### config.mk
export PLATFORM = sky130hd
export DESIGN_NAME = pto_move_scheduler_flat
export DESIGN_NICKNAME = d
export VERILOG_FILES = /design/src/rtl/pto_move_scheduler_if.sv /design/src/rtl/pto_move_scheduler.sv /design/src/flat_wrapper.sv
export SDC_FILE = /design/constraint.sdc
export NUM_CORES = 1
export LEC_CHECK = 0
export ABC_AREA = 1
export BUFFER_PORTS_ARGS = -buffer_cell sky130_fd_sc_hd__buf_2
export CORE_MARGIN = 10
export CORE_UTILIZATION = 30
export DETAILED_ROUTE_END_ITERATION = 16
export PLACE_DENSITY = 0.51
export SLEW_MARGIN = 40
export SYNTH_ARGS = -nofsm -noshare
export SYNTH_HDL_FRONTEND = slang
export SYNTH_SLANG_ARGS = --single-unit
### constraint.sdc
create_clock -name clk_clk -period 6.5 [get_ports clk_clk]
set_input_delay 0.65 -clock clk_clk [delete_from_list [all_inputs] [get_ports clk_clk]]
set_output_delay 0.65 -clock clk_clk [all_outputs]
set_load 0.02 [all_outputs]
### src/rtl/pto_move_scheduler_if.sv
// Command channel of the three-axis pulse-train move scheduler.
// master drives the command and abort lines; slave returns cmd_ready.
interface pto_move_scheduler_if #(
    parameter int STEP_W = 24,
    parameter int PER_W  = 16
);
    logic                  cmd_valid;
    logic                  cmd_ready;
    logic [3*STEP_W-1:0]   cmd_steps;
    logic [3*PER_W-1:0]    cmd_period;
    logic [2:0]            cmd_dir;
    logic                  abort;

    modport master (
        output cmd_valid, cmd_steps, cmd_period, cmd_dir, abort,
        input  cmd_ready
    );

    modport slave (
        input  cmd_valid, cmd_steps, cmd_period, cmd_dir, abort,
        output cmd_ready
    );
endinterface

### src/rtl/pto_move_scheduler.sv
// Three-axis step/direction pulse-train scheduler: latches a move, waits the
// direction setup time, then emits N pulses of P-high/P-low per axis.
module pto_move_scheduler #(
    parameter int STEP_W        = 24,
    parameter int PER_W         = 16,
    parameter int DIR_SETUP_CYC = 100
) (
    input  logic                clk_clk,
    input  logic                reset_reset,
    pto_move_scheduler_if.slave cmd,
    output logic [2:0]          pto,
    output logic [2:0]          motor_dir,
    output logic                busy,
    output logic                done,
    output logic                aborted
);
    localparam int SET_W = (DIR_SETUP_CYC > 1) ? $clog2(DIR_SETUP_CYC) : 1;

    localparam logic [1:0] S_IDLE      = 2'd0;
    localparam logic [1:0] S_DIR_SETUP = 2'd1;
    localparam logic [1:0] S_RUN       = 2'd2;
    localparam logic [1:0] S_DONE      = 2'd3;

    logic [1:0]       state_q, state_d;
    logic [SET_W-1:0] setup_cnt_q, setup_cnt_d;
    logic [2:0]       motor_dir_q, motor_dir_d;
    logic             aborted_q, aborted_d;

    logic             accept;
    logic             kill;
    logic             run_start;
    logic             in_run;
    logic [2:0]       axis_pto;
    logic [2:0]       axis_active_d;

    // Reset is folded in so the channel reads not-ready during reset.
    assign cmd.cmd_ready = (state_q == S_IDLE) && !cmd.abort && !reset_reset;
    assign accept        = cmd.cmd_valid && cmd.cmd_ready;
    assign busy          = (state_q == S_DIR_SETUP) || (state_q == S_RUN);
    assign kill          = busy && cmd.abort;
    assign run_start     = (state_q == S_DIR_SETUP) && (setup_cnt_q == '0) && !cmd.abort;
    assign in_run        = (state_q == S_RUN);

    for (genvar gi = 0; gi < 3; gi++) begin : g_axis
        logic [STEP_W-1:0] step_cnt_q, step_cnt_d;
        logic [PER_W-1:0]  half_cnt_q, half_cnt_d;
        logic [PER_W-1:0]  period_q, period_d;
        logic [PER_W-1:0]  half_reload;
        logic              pto_q, pto_d;
        logic              active_q, active_d;

        // A zero half-period behaves as one cycle, so reload 0 in both cases.
        assign half_reload = (period_q == '0) ? '0 : period_q - PER_W'(1);

        // step_cnt holds the steps still owed, including the one in flight.
        always_comb begin
            step_cnt_d = step_cnt_q;
            half_cnt_d = half_cnt_q;
            period_d   = period_q;
            pto_d      = pto_q;
            active_d   = active_q;
            if (accept) begin
                step_cnt_d = cmd.cmd_steps[gi*STEP_W +: STEP_W];
                period_d   = cmd.cmd_period[gi*PER_W +: PER_W];
                pto_d      = 1'b0;
                active_d   = 1'b0;
            end else if (kill) begin
                pto_d    = 1'b0;
                active_d = 1'b0;
            end else if (run_start) begin
                active_d   = (step_cnt_q != '0);
                pto_d      = (step_cnt_q != '0);
                half_cnt_d = half_reload;
            end else if (in_run && active_q) begin
                if (half_cnt_q == '0) begin
                    half_cnt_d = half_reload;
                    if (pto_q) begin
                        pto_d = 1'b0;
                    end else if (step_cnt_q == STEP_W'(1)) begin
                        step_cnt_d = '0;
                        active_d   = 1'b0;
                    end else begin
                        step_cnt_d = step_cnt_q - STEP_W'(1);
                        pto_d      = 1'b1;
                    end
                end else begin
                    half_cnt_d = half_cnt_q - PER_W'(1);
                end
            end
        end

        always_ff @(posedge clk_clk or posedge reset_reset) begin
            if (reset_reset) begin
                step_cnt_q <= '0;
                half_cnt_q <= '0;
                period_q   <= '0;
                pto_q      <= 1'b0;
                active_q   <= 1'b0;
            end else begin
                step_cnt_q <= step_cnt_d;
                half_cnt_q <= half_cnt_d;
                period_q   <= period_d;
                pto_q      <= pto_d;
                active_q   <= active_d;
            end
        end

        assign axis_pto[gi]      = pto_q;
        assign axis_active_d[gi] = active_d;
    end

    always_comb begin
        state_d     = state_q;
        setup_cnt_d = setup_cnt_q;
        motor_dir_d = motor_dir_q;
        aborted_d   = aborted_q;
        case (state_q)
            S_IDLE: begin
                if (accept) begin
                    aborted_d = 1'b0;
                    if (cmd.cmd_steps == '0) begin
                        state_d = S_DONE;
                    end else begin
                        state_d     = S_DIR_SETUP;
                        motor_dir_d = cmd.cmd_dir;
                        setup_cnt_d = SET_W'(DIR_SETUP_CYC - 1);
                    end
                end
            end
            S_DIR_SETUP: begin
                if (cmd.abort) begin
                    state_d   = S_DONE;
                    aborted_d = 1'b1;
                end else if (setup_cnt_q == '0) begin
                    state_d = S_RUN;
                end else begin
                    setup_cnt_d = setup_cnt_q - SET_W'(1);
                end
            end
            S_RUN: begin
                if (cmd.abort) begin
                    state_d   = S_DONE;
                    aborted_d = 1'b1;
                end else if (axis_active_d == '0) begin
                    state_d = S_DONE;
                end
            end
            S_DONE:  state_d = S_IDLE;
            default: state_d = S_IDLE;
        endcase
    end

    always_ff @(posedge clk_clk or posedge reset_reset) begin
        if (reset_reset) begin
            state_q     <= S_IDLE;
            setup_cnt_q <= '0;
            motor_dir_q <= '0;
            aborted_q   <= 1'b0;
        end else begin
            state_q     <= state_d;
            setup_cnt_q <= setup_cnt_d;
            motor_dir_q <= motor_dir_d;
            aborted_q   <= aborted_d;
        end
    end

    assign pto       = axis_pto;
    assign motor_dir = motor_dir_q;
    assign done      = (state_q == S_DONE);
    assign aborted   = aborted_q;
endmodule
### src/flat_wrapper.sv
// flat-port wrapper written by rule: the top's interface ports become plain ports
module pto_move_scheduler_flat 
#(
    parameter int STEP_W        = 24,
    parameter int PER_W         = 16,
    parameter int DIR_SETUP_CYC = 100
)
  (clk_clk, reset_reset, pto, motor_dir, busy, done, aborted, cmd_cmd_valid, cmd_cmd_steps, cmd_cmd_period, cmd_cmd_dir, cmd_abort, cmd_cmd_ready);
  pto_move_scheduler_if #(.STEP_W(STEP_W), .PER_W(PER_W)) cmd_i ();
  input  logic clk_clk;
  input  logic reset_reset;
  output logic [2:0] pto;
  output logic [2:0] motor_dir;
  output logic busy;
  output logic done;
  output logic aborted;
  input wire logic [$bits(cmd_i.cmd_valid)-1:0] cmd_cmd_valid;
  input wire logic [$bits(cmd_i.cmd_steps)-1:0] cmd_cmd_steps;
  input wire logic [$bits(cmd_i.cmd_period)-1:0] cmd_cmd_period;
  input wire logic [$bits(cmd_i.cmd_dir)-1:0] cmd_cmd_dir;
  input wire logic [$bits(cmd_i.abort)-1:0] cmd_abort;
  output wire logic [$bits(cmd_i.cmd_ready)-1:0] cmd_cmd_ready;
  assign cmd_i.cmd_valid = cmd_cmd_valid;
  assign cmd_i.cmd_steps = cmd_cmd_steps;
  assign cmd_i.cmd_period = cmd_cmd_period;
  assign cmd_i.cmd_dir = cmd_cmd_dir;
  assign cmd_i.abort = cmd_abort;
  assign cmd_cmd_ready = cmd_i.cmd_ready;
  pto_move_scheduler #(.STEP_W(STEP_W), .PER_W(PER_W), .DIR_SETUP_CYC(DIR_SETUP_CYC)) u_core (.clk_clk(clk_clk), .reset_reset(reset_reset), .cmd(cmd_i), .pto(pto), .motor_dir(motor_dir), .busy(busy), .done(done), .aborted(aborted));
endmodule
Word level (Yosys, flattened, before mapping)

Index checks and enable logic that the tools add are counted.

Register bits after elaboration: 187
Output and inout bits: 10
Logic and storage cells: 196

Add/sub/neg operators: 10
Eq/ne operators: 18
Multiplexer cells: 90
Bitwise operators: 3
Reductions and logical operators: 56

Operators with widths:

| kind                                                  | number |
|---|---|
| 2-to-1 mux 24 bit                                     | 21 |
| 2-to-1 mux 16 bit                                     | 12 |
| zero test 16 bit                                      | 6 |
| subtractor 16 x 1 -> 16 bit, second input constant    | 6 |
| equality test 24 x 1 -> 1 bit, second input constant  | 3 |
| zero test 72 bit                                      | 1 |
| nonzero test 24 bit                                   | 3 |
| subtractor 24 x 1 -> 24 bit, second input constant    | 3 |
| 2-to-1 mux 1 bit                                      | 44 |
| 2-to-1 mux 7 bit                                      | 4 |
| nonzero test 4 bit                                    | 6 |
| nonzero test 2 bit                                    | 11 |
| AND reduction 5 bit                                   | 4 |
| AND reduction 3 bit                                   | 6 |
| inequality test 2 x 1 -> 1 bit, second input constant | 7 |
| case mux 7 bit (2 select lines)                       | 1 |
| 2-to-1 mux 2 bit                                      | 6 |
| logical AND 1 bit                                     | 9 |
| case mux 2 bit (4 select lines)                       | 1 |
| zero test 7 bit                                       | 1 |
| subtractor 7 x 1 -> 7 bit, second input constant      | 1 |
| inequality test 2 bit, second input constant          | 3 |
| inequality test 3 bit, second input constant          | 2 |
| AND reduction 2 bit                                   | 3 |
| 9 further kinds                                       | 13 |

Longest topological paths before layout

Gate-level depths: netlist of the first run.

Depth after elaboration: 12
Depth in mapped cells: 17

Least setup slack after synthesis of the first run

No wires, ideal clock.

Kind: register -> register
Start point: register u_core.state_q[0]
End point: register u_core.g_axis[1].step_cnt_q[11]
Setup time: 0.123 ns
Data arrival time: 1.913 ns
Data required time: 6.377 ns
Setup slack: 4.464 ns
Cell stages (with the launch flop): 13
Buffers on the path: 3
Clock period less this slack: 2.036 ns
Cell sequence: dfrtp_1 -> inv_1 -> ha_1 -> inv_1 -> nor3_4 -> nand2_4 -> inv_4 -> buf_6 -> nor2_4 -> buf_6 -> buf_6 -> o22ai_1 -> nand2_1

Word-level cells in the longest chain between the ends: 6

Ends and longest elaborated chain:

| what                                                                                  | line                      | source |
|---|---|---|
| start: declaration                                                                    | pto_move_scheduler.sv:24  | `logic [1:0] state_q, state_d;` |
| start signal: assignment                                                              | pto_move_scheduler.sv:160 | `state_q <= state_d;` |
| zero test 2 bit (*)                                                                   | pto_move_scheduler.sv:37  | `assign cmd.cmd_ready = (state_q == S_IDLE) && !cmd.abort && !reset_reset;` |
| logical AND 1 bit (*) (2 in series)                                                   | pto_move_scheduler.sv:37  |  |
| via cmd_cmd_ready                                                                     | flat_wrapper.sv:22        | `output wire logic [$bits(cmd_i.cmd_ready)-1:0] cmd_cmd_ready;` |
| logical AND 1 bit (*)                                                                 | pto_move_scheduler.sv:38  | `assign accept = cmd.cmd_valid && cmd.cmd_ready;` |
| inequality test 2 x 1 -> 1 bit (no line) / nonzero test 2 bit (equally long branches) | --                        |  |
| AND reduction 5 bit (no line)                                                         | --                        |  |
| end signal: assignment                                                                | pto_move_scheduler.sv:100 | `step_cnt_q <= step_cnt_d;` |
| end: declaration                                                                      | pto_move_scheduler.sv:45  | `logic [STEP_W-1:0] step_cnt_q, step_cnt_d;` |

Mark *: on every way through the listed nets, which the timed path passes. The rest lies on a longest branch.
A chain may end at the register's enable or synchronous reset.

Worst setup path after layout of the first run

Start point: register u_core.state_q[0]
End point: register u_core.g_axis[0].step_cnt_q[22]

Word-level cells in the longest chain between the ends: 6

Ends and longest elaborated chain:

| what                                                                                  | line |
|---|---|
| zero test 2 bit                                                                       | pto_move_scheduler.sv:37 |
| logical AND 1 bit (2 in series)                                                       | pto_move_scheduler.sv:37 |
| logical AND 1 bit                                                                     | pto_move_scheduler.sv:38 |
| inequality test 2 x 1 -> 1 bit (no line) / nonzero test 2 bit (equally long branches) | -- |
| AND reduction 5 bit (no line)                                                         | -- |
| end signal: assignment                                                                | pto_move_scheduler.sv:100 |
| end: declaration                                                                      | pto_move_scheduler.sv:45 |

Several ways; a longest one is shown, not always the timed one.

==> results of run 1 <==
-- power by group through the flow --
stage	logic [mW]	registers (mW)	clock network (mW)
2_1_floorplan	1.79	2.13	0
3_3_place_gp	2.22	2.26	0
3_5_place_dp	2.27	2.25	0
4_1_cts	2.27	2.24	1.32
5_1_grt	2.61	2.34	1.37
6_report	2.25	2.25	1.28
-- worst max path at each step --
stage / to / slack (ns) / cells past startpoint
final: u_core.g_axis[0].step_cnt_q[22] / 3.32 / 9
after global routing: u_core.g_axis[1].period_q[0] / 2.95 / 8
after CTS: u_core.g_axis[0].step_cnt_q[22] / 3.27 / 9
after detailed placement: u_core.g_axis[2].period_q[13] / 3.26 / 6
after global placement: u_core.g_axis[0].step_cnt_q[22] / 3.29 / 7
after floorplan: u_core.aborted / 0.76 / 1
-- worst max-delay path, delay by kind of cell, from the launching register on --
kind / cells / cell delay [ns]
AO/OA/AOI/OAI: 1 / 0.18
adder cells (fa/ha/maj): 1 / 0.21
buffers and inverters: 4 / 1.63
flip-flops: 1 / 0.41
AND/OR/NAND/NOR: 3 / 0.61
-- metal layers --
layer | track usage [%] | wire length [um] | vias up
met4 | 2.74 | 277 | 2
li1 | - | - | 5987
met2 | 23.6 | 16700 | 205
met3 | 3.14 | 1510 | 21
met5 | 0 | 7 | -
met1 | 20.4 | 18700 | 5537
-- layout by cell type (no fill, tap or decap), types with 30 or more instances in the layout --
| cell type | n |
|---|---|
| a21oi_1 | 63 |
| buf_2 | 136 |
| dfrtp_1 | 187 |
| inv_1 | 189 |
| nand2_1 | 393 |
| nand3_1 | 105 |
| nand4_1 | 44 |
| nor2_1 | 235 |
| nor3_1 | 30 |
| o211ai_1 | 35 |
| o21ai_0 | 134 |
| o21ai_1 | 33 |
| xor2_1 | 60 |
-- cells in the mapped netlist (8+ instances only) --
cell,count,share of area (%)
inv_2,14,0.42
xor2_1,60,4.2
o21ai_0,134,5.4
buf_6,10,0.90
o211ai_1,35,2.1
nand4_1,44,2.2
a31oi_1,13,0.65
clkbuf_1,12,0.36
nor2_2,15,0.75
nand2_2,12,0.60
nor3_1,30,1.2
o21ai_1,33,1.3
dfrtp_1,187,37
o22ai_1,9,0.45
inv_1,190,5.7
nand3_1,105,4.2
nand2_1,394,12
a22oi_1,11,0.66
nor2_1,235,7.0
ha_1,23,2.3
buf_2,22,0.88
a21oi_1,63,2.5
buf_4,8,0.48
xnor2_1,14,0.98
o221ai_1,10,0.70
-- area by class of cell --
class	count	area [um2]
fill	4402	26700
multi-input combinational	1304	6750
sequential	187	4680
inverter	205	788
timing repair buffer	139	703
tap	532	666
clock buffer	18	439
clock inverter	14	264
antenna	1	2.50
-- cell families (layout without fill, tap and decap cells) --
kind of cell,count (synthesis),after routing,share of synthesized area (%)
and+or+nand+nor,874,874,30.8
AOI/OAI and AO/OA,333,333,15.5
buffers and inverters,257,376,8.78
DFF,187,187,37.4
xor gates and xnor gates,74,74,5.18
adders and majority gates,23,23,2.30
other,0,1,0
-- stage by stage --
step | cell area (um2) | worst slack (ns) | power, mW | cells
final | 14300 | 3.32 | 5.78 | 2400
after global routing | 14300 | 2.95 | 6.32 | 2399
after CTS | 14300 | 3.27 | 5.83 | 2399
after detailed placement | 13600 | 3.26 | 4.51 | 2367
after global placement | 13600 | 3.29 | 4.47 | 2367
after floorplan | 12500 | 0.765 | 3.92 | 1748
-- registers in the layout (all words and copies together), names as in the netlist --
| signal | cells |
|---|---|
| u_core.motor_dir | 3 |
| u_core.setup_cnt_q | 7 |
| u_core.g_axis.pto_q | 3 |
| u_core.g_axis.half_cnt_q | 48 |
| u_core.g_axis.period_q | 48 |
| u_core.g_axis.step_cnt_q | 72 |
| u_core.g_axis.active_q | 3 |
| u_core.state_q | 2 |
| u_core.aborted | 1 |
==> metrics.cfg, run 1 <==
[power_and_ir_drop]
seqPwrFrac_pct = 38.9
comb_power_share_pct = 39.0
ir_worst_vdd_mv = 0.216
cellPowerDensity_nw_per_um2 = 405
internal-power_mw = 3.31
p_switching_mw = 2.47
switching_share_pct = 42.7
power_frac_clock_pct = 22.1
power.leakage_nw = 6.46

[cts]
post_cts_buffers = 0
clock-sinks = 187
numCtsBuffers = 17
root_buffer = clkbuf_16
clockBufferDepth = 2
cts_resized = 0
clkLatencyLatePin_ns = 0.46
holdBufCountCts = 0
htreeDepth = 4
path_clk_slew_ns = 0.08
tritoncts = built

[worst_setup_path]
start_kind = flip-flop
worst_setup_path_end_kind = flip-flop
reg2regPathDepth = 9
cp_slowest_stage_delay_ns = 0.71
rr_startpoint = u_core.state_q[0]
r2r_slack_ns = 3.32
crit_path_top_delay_cell = inv_4
criticalPathCategory = reg2reg
cp.required_ns = 6.90
worstPathMaxFanout = 75
r2r_end = u_core.g_axis[0].step_cnt_q[22]
worst_ep_arrival_time_ns = 3.58
crit_chain = inv_1 -> ha_1 -> inv_1 -> nor3_4 -> nand2_4 -> inv_4 -> buf_4 -> a22oi_1 -> nand2_1
crit_path_frequent_cell = inv_1
crit_start = u_core.state_q[0]

[floorplanning]
core_area_um2 = 41000
row_count = 74
die_y_um = 224
io_pins = 137
initial_utilization_pct = 30.5
die-area_um2 = 50300
die_w_um = 224

[drt]
drt_first_pass_iters = 5
wirelength_um = 37200
drt_iter0_markers = 920
wl_per_cell_um = 15.5
vias = 11800
drc = 0
viasPerCell = 4.90
antenna_left = 0

[sta]
slew_viol_final = 0
setup_viol = 0
fin_setup_tns_ns = 0
fin_crit_sh_pct = 49.0
fmax_mhz = 314
skew_ns = 0.0107
rsz0062_at_grt = no
layout_min_cycle_time_ns = 3.18
whs_ns = 0.308
slew_headroom_pct = 49.7
worst_pin_slew_ns = 0.754
finalHoldViolations = 0

[yosys]
synth_seq_cells = 187
syn_nets = 1898
ys_seq_area_share_pct = 37.4
synthArstFlopShare_pct = 100
syn-mean-instance-area_um2 = 7.16
syn_area_um2 = 12500
synth_edf_count = 0
synth_cell_types = 52
synth-warning-count = 0
ys.flop_type = dfrtp_1
syn_inst = 1748

[global_route]
grt_usage_pct = 14.8
grt_max_degree = 140
overflow = 0
grt_pass1_vias = 11700
antenna_found_initial = 2
grt_pass1_wl_um = 60700

[place]
place.gp.congestion = 0.826
portBuffers = 136
hpwl_um = 27500

[status]
status = finished, final reports clean

[layout]
drive_gt1_share_pct = 13.3
synthToLayoutAreaGrowth_pct = 14.1
nets = 2004
postLayoutCoreUtil_pct = 34.8

[worst_hold_path]
hold_path.class = in2async

[run]
maxCapViolCount = 0

Power figures use the tool's default switching activity.
==> run 2: changes to the inputs <==
--- a/config.mk
+++ b/config.mk
@@ -10,7 +10,7 @@
 export CORE_MARGIN = 10
 export CORE_UTILIZATION = 30
 export DETAILED_ROUTE_END_ITERATION = 16
-export PLACE_DENSITY = 0.51
+export PLACE_DENSITY = 0.53
 export SLEW_MARGIN = 40
 export SYNTH_ARGS = -nofsm -noshare
 export SYNTH_HDL_FRONTEND = slang
==> constraint.sdc (replaced) <==
create_clock -name clk_clk -period 2.55 [get_ports clk_clk]
set_input_delay 0.255 -clock clk_clk [delete_from_list [all_inputs] [get_ports clk_clk]]
set_output_delay 0.255 -clock clk_clk [all_outputs]
set_load 0.02 [all_outputs]
==> run 2 against run 1 <==
Effect of this change:
- flip-flop and latch count did not move
- combinational power rose to 2.6 times the previous value
- worst setup slack worse by 3.1 ns
- highest routed layer is now met4
- critical path type unchanged
- hold slack worse by 0.29 ns
- die area did not move
==> metrics.cfg, run 2 (synthesis results as in run 1) <==
[drt]
wl_per_cell_um = 15.4  ; -0.54%
drt_iter0_markers = 1013  ; +10%
wirelength_um = 37900  ; +2.0%
drc = 0  ; unchanged
vias = 12100  ; +2.9%
viasPerCell = 4.91  ; +0.33%
drt_first_pass_iters = 5  ; unchanged
antenna_left = 0  ; unchanged

[layout]
nets = 2066  ; +3.1%
drive_gt1_share_pct = 14.3  ; +0.97 points
synthToLayoutAreaGrowth_pct = 18.4
final_cells = 2461  ; +2.5%
insertedDiodeCount = 0  ; -1
largest_register = u_core.g_axis.step_cnt_q
fill_cells = 4329  ; -1.7%
multi_input_comb_area_um2 = 6760  ; +0.26%
layout_common_cells = nand2_1, nor2_1, inv_1
biggestRegsByFlops = u_core.g_axis.step_cnt_q: 72 flops, u_core.g_axis.half_cnt_q: 48 flops, u_core.g_axis.period_q: 48 flops
final_common_cell = nand2_1
postLayoutCoreUtil_pct = 36.1  ; +1.3 points
regArea_um2 = 4680  ; unchanged
largest_reg_flops = 72  ; unchanged

[worst_hold_path]
hold_path.class = in2reg

[sta]
layout_min_cycle_time_ns = 2.33  ; -0.848 ns
fin_setup_tns_ns = 0  ; unchanged
fin_crit_sh_pct = 91.6  ; +43 points
setup_viol = 0  ; unchanged
worst_pin_slew_ns = 0.624  ; -0.130 ns
rsz0062_at_grt = no
fmax_mhz = 428  ; +36%
skew_ns = 0.0127  ; +0.00193 ns
slew_headroom_pct = 58.3  ; +8.6 points
whs_ns = 0.0162  ; -0.292 ns
slew_viol_final = 0  ; unchanged
finalHoldViolations = 0  ; unchanged

[worst_setup_path]
start_kind = flip-flop
worstPathMaxFanout = 18  ; -76%
crit_start = u_core.state_q[0]
worst_setup_path_end_kind = flip-flop
criticalPathCategory = reg2reg
crit_chain = inv_1 -> ha_1 -> inv_1 -> nor3_4 -> nand2_8 -> inv_6 -> nor2_4 -> buf_4 -> nand2_2 -> nor3_1 -> a22oi_1 -> nand2_1
reg2regPathDepth = 12  ; +3
worst_ep_arrival_time_ns = 2.68  ; -0.90 ns
rr_startpoint = u_core.state_q[0]
crit_end = u_core.g_axis[0].step_cnt_q[22]
r2r_end = u_core.g_axis[0].step_cnt_q[22]
crit_path_frequent_cell = inv_1
cp_slowest_stage_delay_ns = 0.43  ; -0.28 ns
cp.required_ns = 2.90  ; -4.00 ns
r2r_slack_ns = 0.22  ; -3.10 ns
crit_path_top_delay_cell = dfrtp_1

[place]
place.gp.congestion = 0.854  ; +3.4%
hpwl_um = 28800  ; +4.6%
dp_cells = 2391  ; +1.0%
portBuffers = 136  ; unchanged

[cts]
clockBufferDepth = 2  ; unchanged
clkLatencyLatePin_ns = 0.46  ; about the same
path_clk_slew_ns = 0.08  ; about the same
numCtsBuffers = 17  ; unchanged
tritoncts = built
root_buffer = clkbuf_16
clock-sinks = 187  ; unchanged
htreeDepth = 4  ; unchanged

[floorplanning]
row_count = 74  ; unchanged
die_y_um = 224  ; unchanged
core_area_um2 = 41000  ; unchanged
initial_utilization_pct = 30.5  ; unchanged
die_w_um = 224  ; unchanged
die-area_um2 = 50300  ; unchanged
io_pins = 137  ; unchanged

[power_and_ir_drop]
cellPowerDensity_nw_per_um2 = 982  ; +140%
power.leakage_nw = 6.71  ; +3.9%
ir_worst_vdd_mv = 0.426  ; +98%

[global_route]
overflow = 0  ; unchanged
grt_usage_pct = 15.2  ; +0.36 points
grt_pass1_vias = 12200  ; +4.2%
grt_max_degree = 63  ; -55%
antenna_found_initial = 0  ; -2
grt_pass1_wl_um = 62500  ; +2.9%

[status]
status = finished, final reports clean

[run]
maxCapViolCount = 0  ; unchanged

==> run 2: changes by cell type in the layout (fill, tap and decap cells not counted), moves of 2 or more <==
cell / delta
buf_4: +23
bufinv_16: -4
clkinv_2: -2
buf_12: +4
inv_2: -2
inv_8: +2
inv_6: +5
dlygate4sd3_1: +35
==> run 2: how the worst min path moves through the flow <==
stage	depth (start not counted)	startpoint	slack (ns)	endpoint
final	3	cmd_cmd_period[14]	0.02	u_core.g_axis[0].period_q[14]
after global routing	3	cmd_cmd_period[29]	0.01	u_core.g_axis[1].period_q[13]
after CTS	3	cmd_cmd_period[20]	0.0004	u_core.g_axis[1].period_q[4]
after detailed placement	2	reset_reset	0.42	u_core.state_q[1]
after global placement	2	reset_reset	0.42	u_core.state_q[1]
after floorplan	2	cmd_cmd_period[10]	0.36	u_core.g_axis[0].period_q[10]
==> run 2: power by group <==
part | switching [mW] | internal, mW
sequential | 1.43 | 4.31
clock | 1.36 | 1.58
combinational | 3.63 | 2.25
total | 6.41 | 8.15
==> run 2: worst max-delay path, delay by kind of cell (launching register included) <==
kind / cells / cell delay, ns
AND/OR/NAND/NOR: 6 / 0.84
flip-flops: 1 / 0.43
adder cells (fa/ha/maj): 1 / 0.22
AO/OA/AOI/OAI: 1 / 0.15
buffers and inverters: 4 / 0.57
==> run 2: repair_timing <==
action | in CTS | in global routing
buffers inserted | 0 | 3
setup endpoints to repair | 0 | 23
hold endpoints to repair | 52 | 0
hold buffers | 35 | 0
gates resized for setup | 0 | 8
==> run 2: layer usage <==
layer / vias up / GRT usage, % / wire length [um]
li1: 6104 / - / -
met1: 5709 / 20.1 / 18600
met2: 244 / 24.5 / 17200
met3: 33 / 3.19 / 1610
met4: 0 / 4.15 / 514
met5: - / 0 / 0
==> run 2: area by class of cell <==
| class | instances | share of cell area, % |
|---|---|---|
| Clock buffer | 17 | 2.87 |
| Clock inverter | 15 | 1.35 |
| Inverter | 205 | 5.28 |
| Multi-Input combinational cell | 1304 | 45.6 |
| Sequential cell | 187 | 31.6 |
| Tap cell | 532 | 4.49 |
| Timing Repair Buffer | 201 | 8.81 |
==> run 2: per-stage QoR <==
stage | total power [mW] | setup WS [ns] | instance area (um2)
4_1_cts | 14.6 | 0.115 | 14800
3_3_place_gp | 11.5 | 0.218 | 13800
5_1_grt | 15.9 | 0.0109 | 14800
6_report | 14.6 | 0.215 | 14800
2_1_floorplan | 9.98 | -0.111 | 12500
3_5_place_dp | 11.6 | 0.122 | 13800
==> run 3: changes to the inputs <==
--- a/config.mk
+++ b/config.mk
@@ -10,7 +10,7 @@
 export CORE_MARGIN = 10
 export CORE_UTILIZATION = 30
 export DETAILED_ROUTE_END_ITERATION = 16
-export PLACE_DENSITY = 0.53
+export PLACE_DENSITY = 0.51
 export SLEW_MARGIN = 40
 export SYNTH_ARGS = -nofsm -noshare
 export SYNTH_HDL_FRONTEND = slang
==> constraint.sdc (replaced) <==
create_clock -name clk_clk -period 2.9 [get_ports clk_clk]
set_input_delay 0.29 -clock clk_clk [delete_from_list [all_inputs] [get_ports clk_clk]]
set_output_delay 0.29 -clock clk_clk [all_outputs]
set_load 0.02 [all_outputs]
==> run 3 against run 2 <==
Effect of this change:
- power down 14%
- cell count down 1.9%
- count of clock-buffer cells in the layout up 5
- sequential share of layout area up 1.1 points
- register-to-register slack better by 0.18 ns
- fmax down 6.7%
- utilization down 1.2 points
- critical endpoint is now u_core.g_axis[0].half_cnt_q[3]
- largest power group unchanged
- highest routed layer unchanged
==> metrics.cfg, run 3 (synthesis results as in run 1) <==
[worst_setup_path]
start_kind = flip-flop
worstPathMaxFanout = 19  ; +1
cp_top_family = simple AND/OR/NAND/NOR gates
criticalPathCategory = reg2reg
rr_startpoint = u_core.state_q[1]
worst_ep_arrival_time_ns = 2.83  ; +0.15 ns
r2r_slack_ns = 0.40  ; +0.18 ns
cp_num_cells = 9  ; -3
crit_chain = inv_1 -> ha_1 -> inv_2 -> nor2_2 -> nand2_4 -> nand2_1 -> buf_4 -> o311ai_0 -> o21ai_1
r2r_end = u_core.g_axis[0].half_cnt_q[3]
cp.required_ns = 3.22  ; +0.32 ns
crit_path_top_delay_cell = nand2_1
cp_num_buf_inv = 3  ; -1
reg2regPathDepth = 9  ; -3
cp_slowest_stage_delay_ns = 0.43  ; about the same
worst_setup_path_end_kind = flip-flop

[drt]
wl_per_cell_um = 15.4  ; about the same
wirelength_um = 37200  ; -1.9%
viasPerCell = 4.90  ; -0.30%
drc = 0  ; unchanged
vias = 11800  ; -2.2%
drt_first_pass_iters = 5  ; unchanged
drt_iter0_markers = 781  ; -23%
antenna_left = 0  ; unchanged

[layout]
regArea_um2 = 4680  ; unchanged
insertedDiodeCount = 0  ; unchanged
largest_register = u_core.g_axis.step_cnt_q
final_cells = 2415  ; -1.9%
multi_input_comb_area_um2 = 6740  ; -0.30%
nets = 2020  ; -2.2%
largest_reg_flops = 72  ; unchanged
fill_cells = 4407  ; +1.8%
final_common_cell = nand2_1
drive_gt1_share_pct = 13.8  ; -0.50 points
layout_common_cells = nand2_1, nor2_1, inv_1
biggestRegsByFlops = u_core.g_axis.step_cnt_q: 72 flops, u_core.g_axis.half_cnt_q: 48 flops, u_core.g_axis.period_q: 48 flops
synthToLayoutAreaGrowth_pct = 14.6
postLayoutCoreUtil_pct = 35.0  ; -1.2 points

[global_route]
overflow = 0  ; unchanged
grt_pass1_wl_um = 62100  ; -0.76%
grt_usage_pct = 15.1  ; -0.096 points
grt_max_degree = 70  ; +11%
antenna_found_initial = 0  ; unchanged
grt_pass1_vias = 12000  ; -1.7%

[sta]
whs_ns = 0.0256  ; +0.00939 ns
setup_viol = 0  ; unchanged
skew_ns = 0.0107  ; -0.00198 ns
rsz0062_at_grt = no
finalHoldViolations = 0  ; unchanged
slew_viol_final = 0  ; unchanged
slew_headroom_pct = 56.6  ; -1.6 points
layout_min_cycle_time_ns = 2.50  ; +0.169 ns
worst_pin_slew_ns = 0.649  ; +0.0246 ns
fin_ws_ns = 0.396  ; +0.181 ns
fin_setup_tns_ns = 0  ; unchanged
fin_crit_sh_pct = 86.3  ; -5.2 points
fmax_mhz = 399  ; -6.7%

[place]
place.gp.congestion = 0.854  ; unchanged
dp_cells = 2382  ; -0.38%
portBuffers = 136  ; unchanged
hpwl_um = 28600  ; -0.69%
post-place-ws_ns = 0.354  ; +0.232 ns

[power_and_ir_drop]
ir_worst_vdd_mv = 0.386  ; -9.5%
power.leakage_nw = 6.50  ; -3.2%
cellPowerDensity_nw_per_um2 = 876  ; -11%

[cts]
root_buffer = clkbuf_16
path_clk_slew_ns = 0.07  ; about the same
numCtsBuffers = 17  ; unchanged
clockBufferDepth = 2  ; unchanged
clkLatencyLatePin_ns = 0.46  ; about the same
holdBufCountCts = 1  ; -97%
tritoncts = built
post_cts_buffers = 0  ; unchanged
clock-sinks = 187  ; unchanged
htreeDepth = 4  ; unchanged
cts_resized = 0  ; unchanged

[run]
maxCapViolCount = 0  ; unchanged

[floorplanning]
die-area_um2 = 50300  ; unchanged
die_y_um = 224  ; unchanged
die_w_um = 224  ; unchanged
initial_utilization_pct = 30.5  ; unchanged
row_count = 74  ; unchanged
io_pins = 137  ; unchanged
core_area_um2 = 41000  ; unchanged

[worst_hold_path]
hold_path_depth = 3  ; unchanged
hp-start = cmd_cmd_period[27]
whs_endpoint = u_core.g_axis[1].period_q[11]
hold_path.class = in2reg

[status]
status = finished, final reports clean

## run 3: final cells by class
| type | count | area share [%] |
|---|---|---|
| clock buffer | 22 | 3.24 |
| clock inverter | 10 | 0.811 |
| inverter | 205 | 5.41 |
| multi-input combinational | 1304 | 47.0 |
| sequential | 187 | 32.6 |
| tap | 532 | 4.64 |
| timing repair buffer | 155 | 6.28 |
## run 3: power breakdown
group / leakage [nW] / switching, mW / internal, mW
Sequential: 2.21 / 1.24 / 3.80
Combinational: 4.01 / 3.20 / 1.93
Clock: 0.280 / 1.08 / 1.32
## run 3: per-stage QoR
stage | instance area (um2) | total power [mW]
floorplan | 12500 | 8.78
global placement | 13800 | 10.1
detailed placement | 13800 | 10.2
CTS | 14300 | 12.7
global route | 14300 | 13.8
finish | 14300 | 12.6
## run 3: routing by layer
metal	up-vias	global-route usage, %	share of wire (%)
li1	6018	-	-
met1	5551	20.2	50
met2	237	24.2	45
met5	-	0	0
met4	0	3.55	1.0
met3	22	3.32	4.3
## run 3: worst max-delay path by stage
stage	start	end	slack, ns
after floorplan	reset_reset	u_core.aborted	0.20
after global placement	u_core.state_q[0]	u_core.g_axis[2].step_cnt_q[1]	0.45
after detailed placement	u_core.state_q[0]	u_core.g_axis[2].step_cnt_q[2]	0.35
after CTS	u_core.state_q[0]	u_core.g_axis[2].step_cnt_q[2]	0.36
after global routing	u_core.state_q[1]	u_core.g_axis[0].half_cnt_q[3]	0.14
final	u_core.state_q[1]	u_core.g_axis[0].half_cnt_q[3]	0.40
## run 3: worst min-delay path: stages
cell and delay, ns:
buf_2 0.07, nand2_1 0.04, nand2_1 0.04
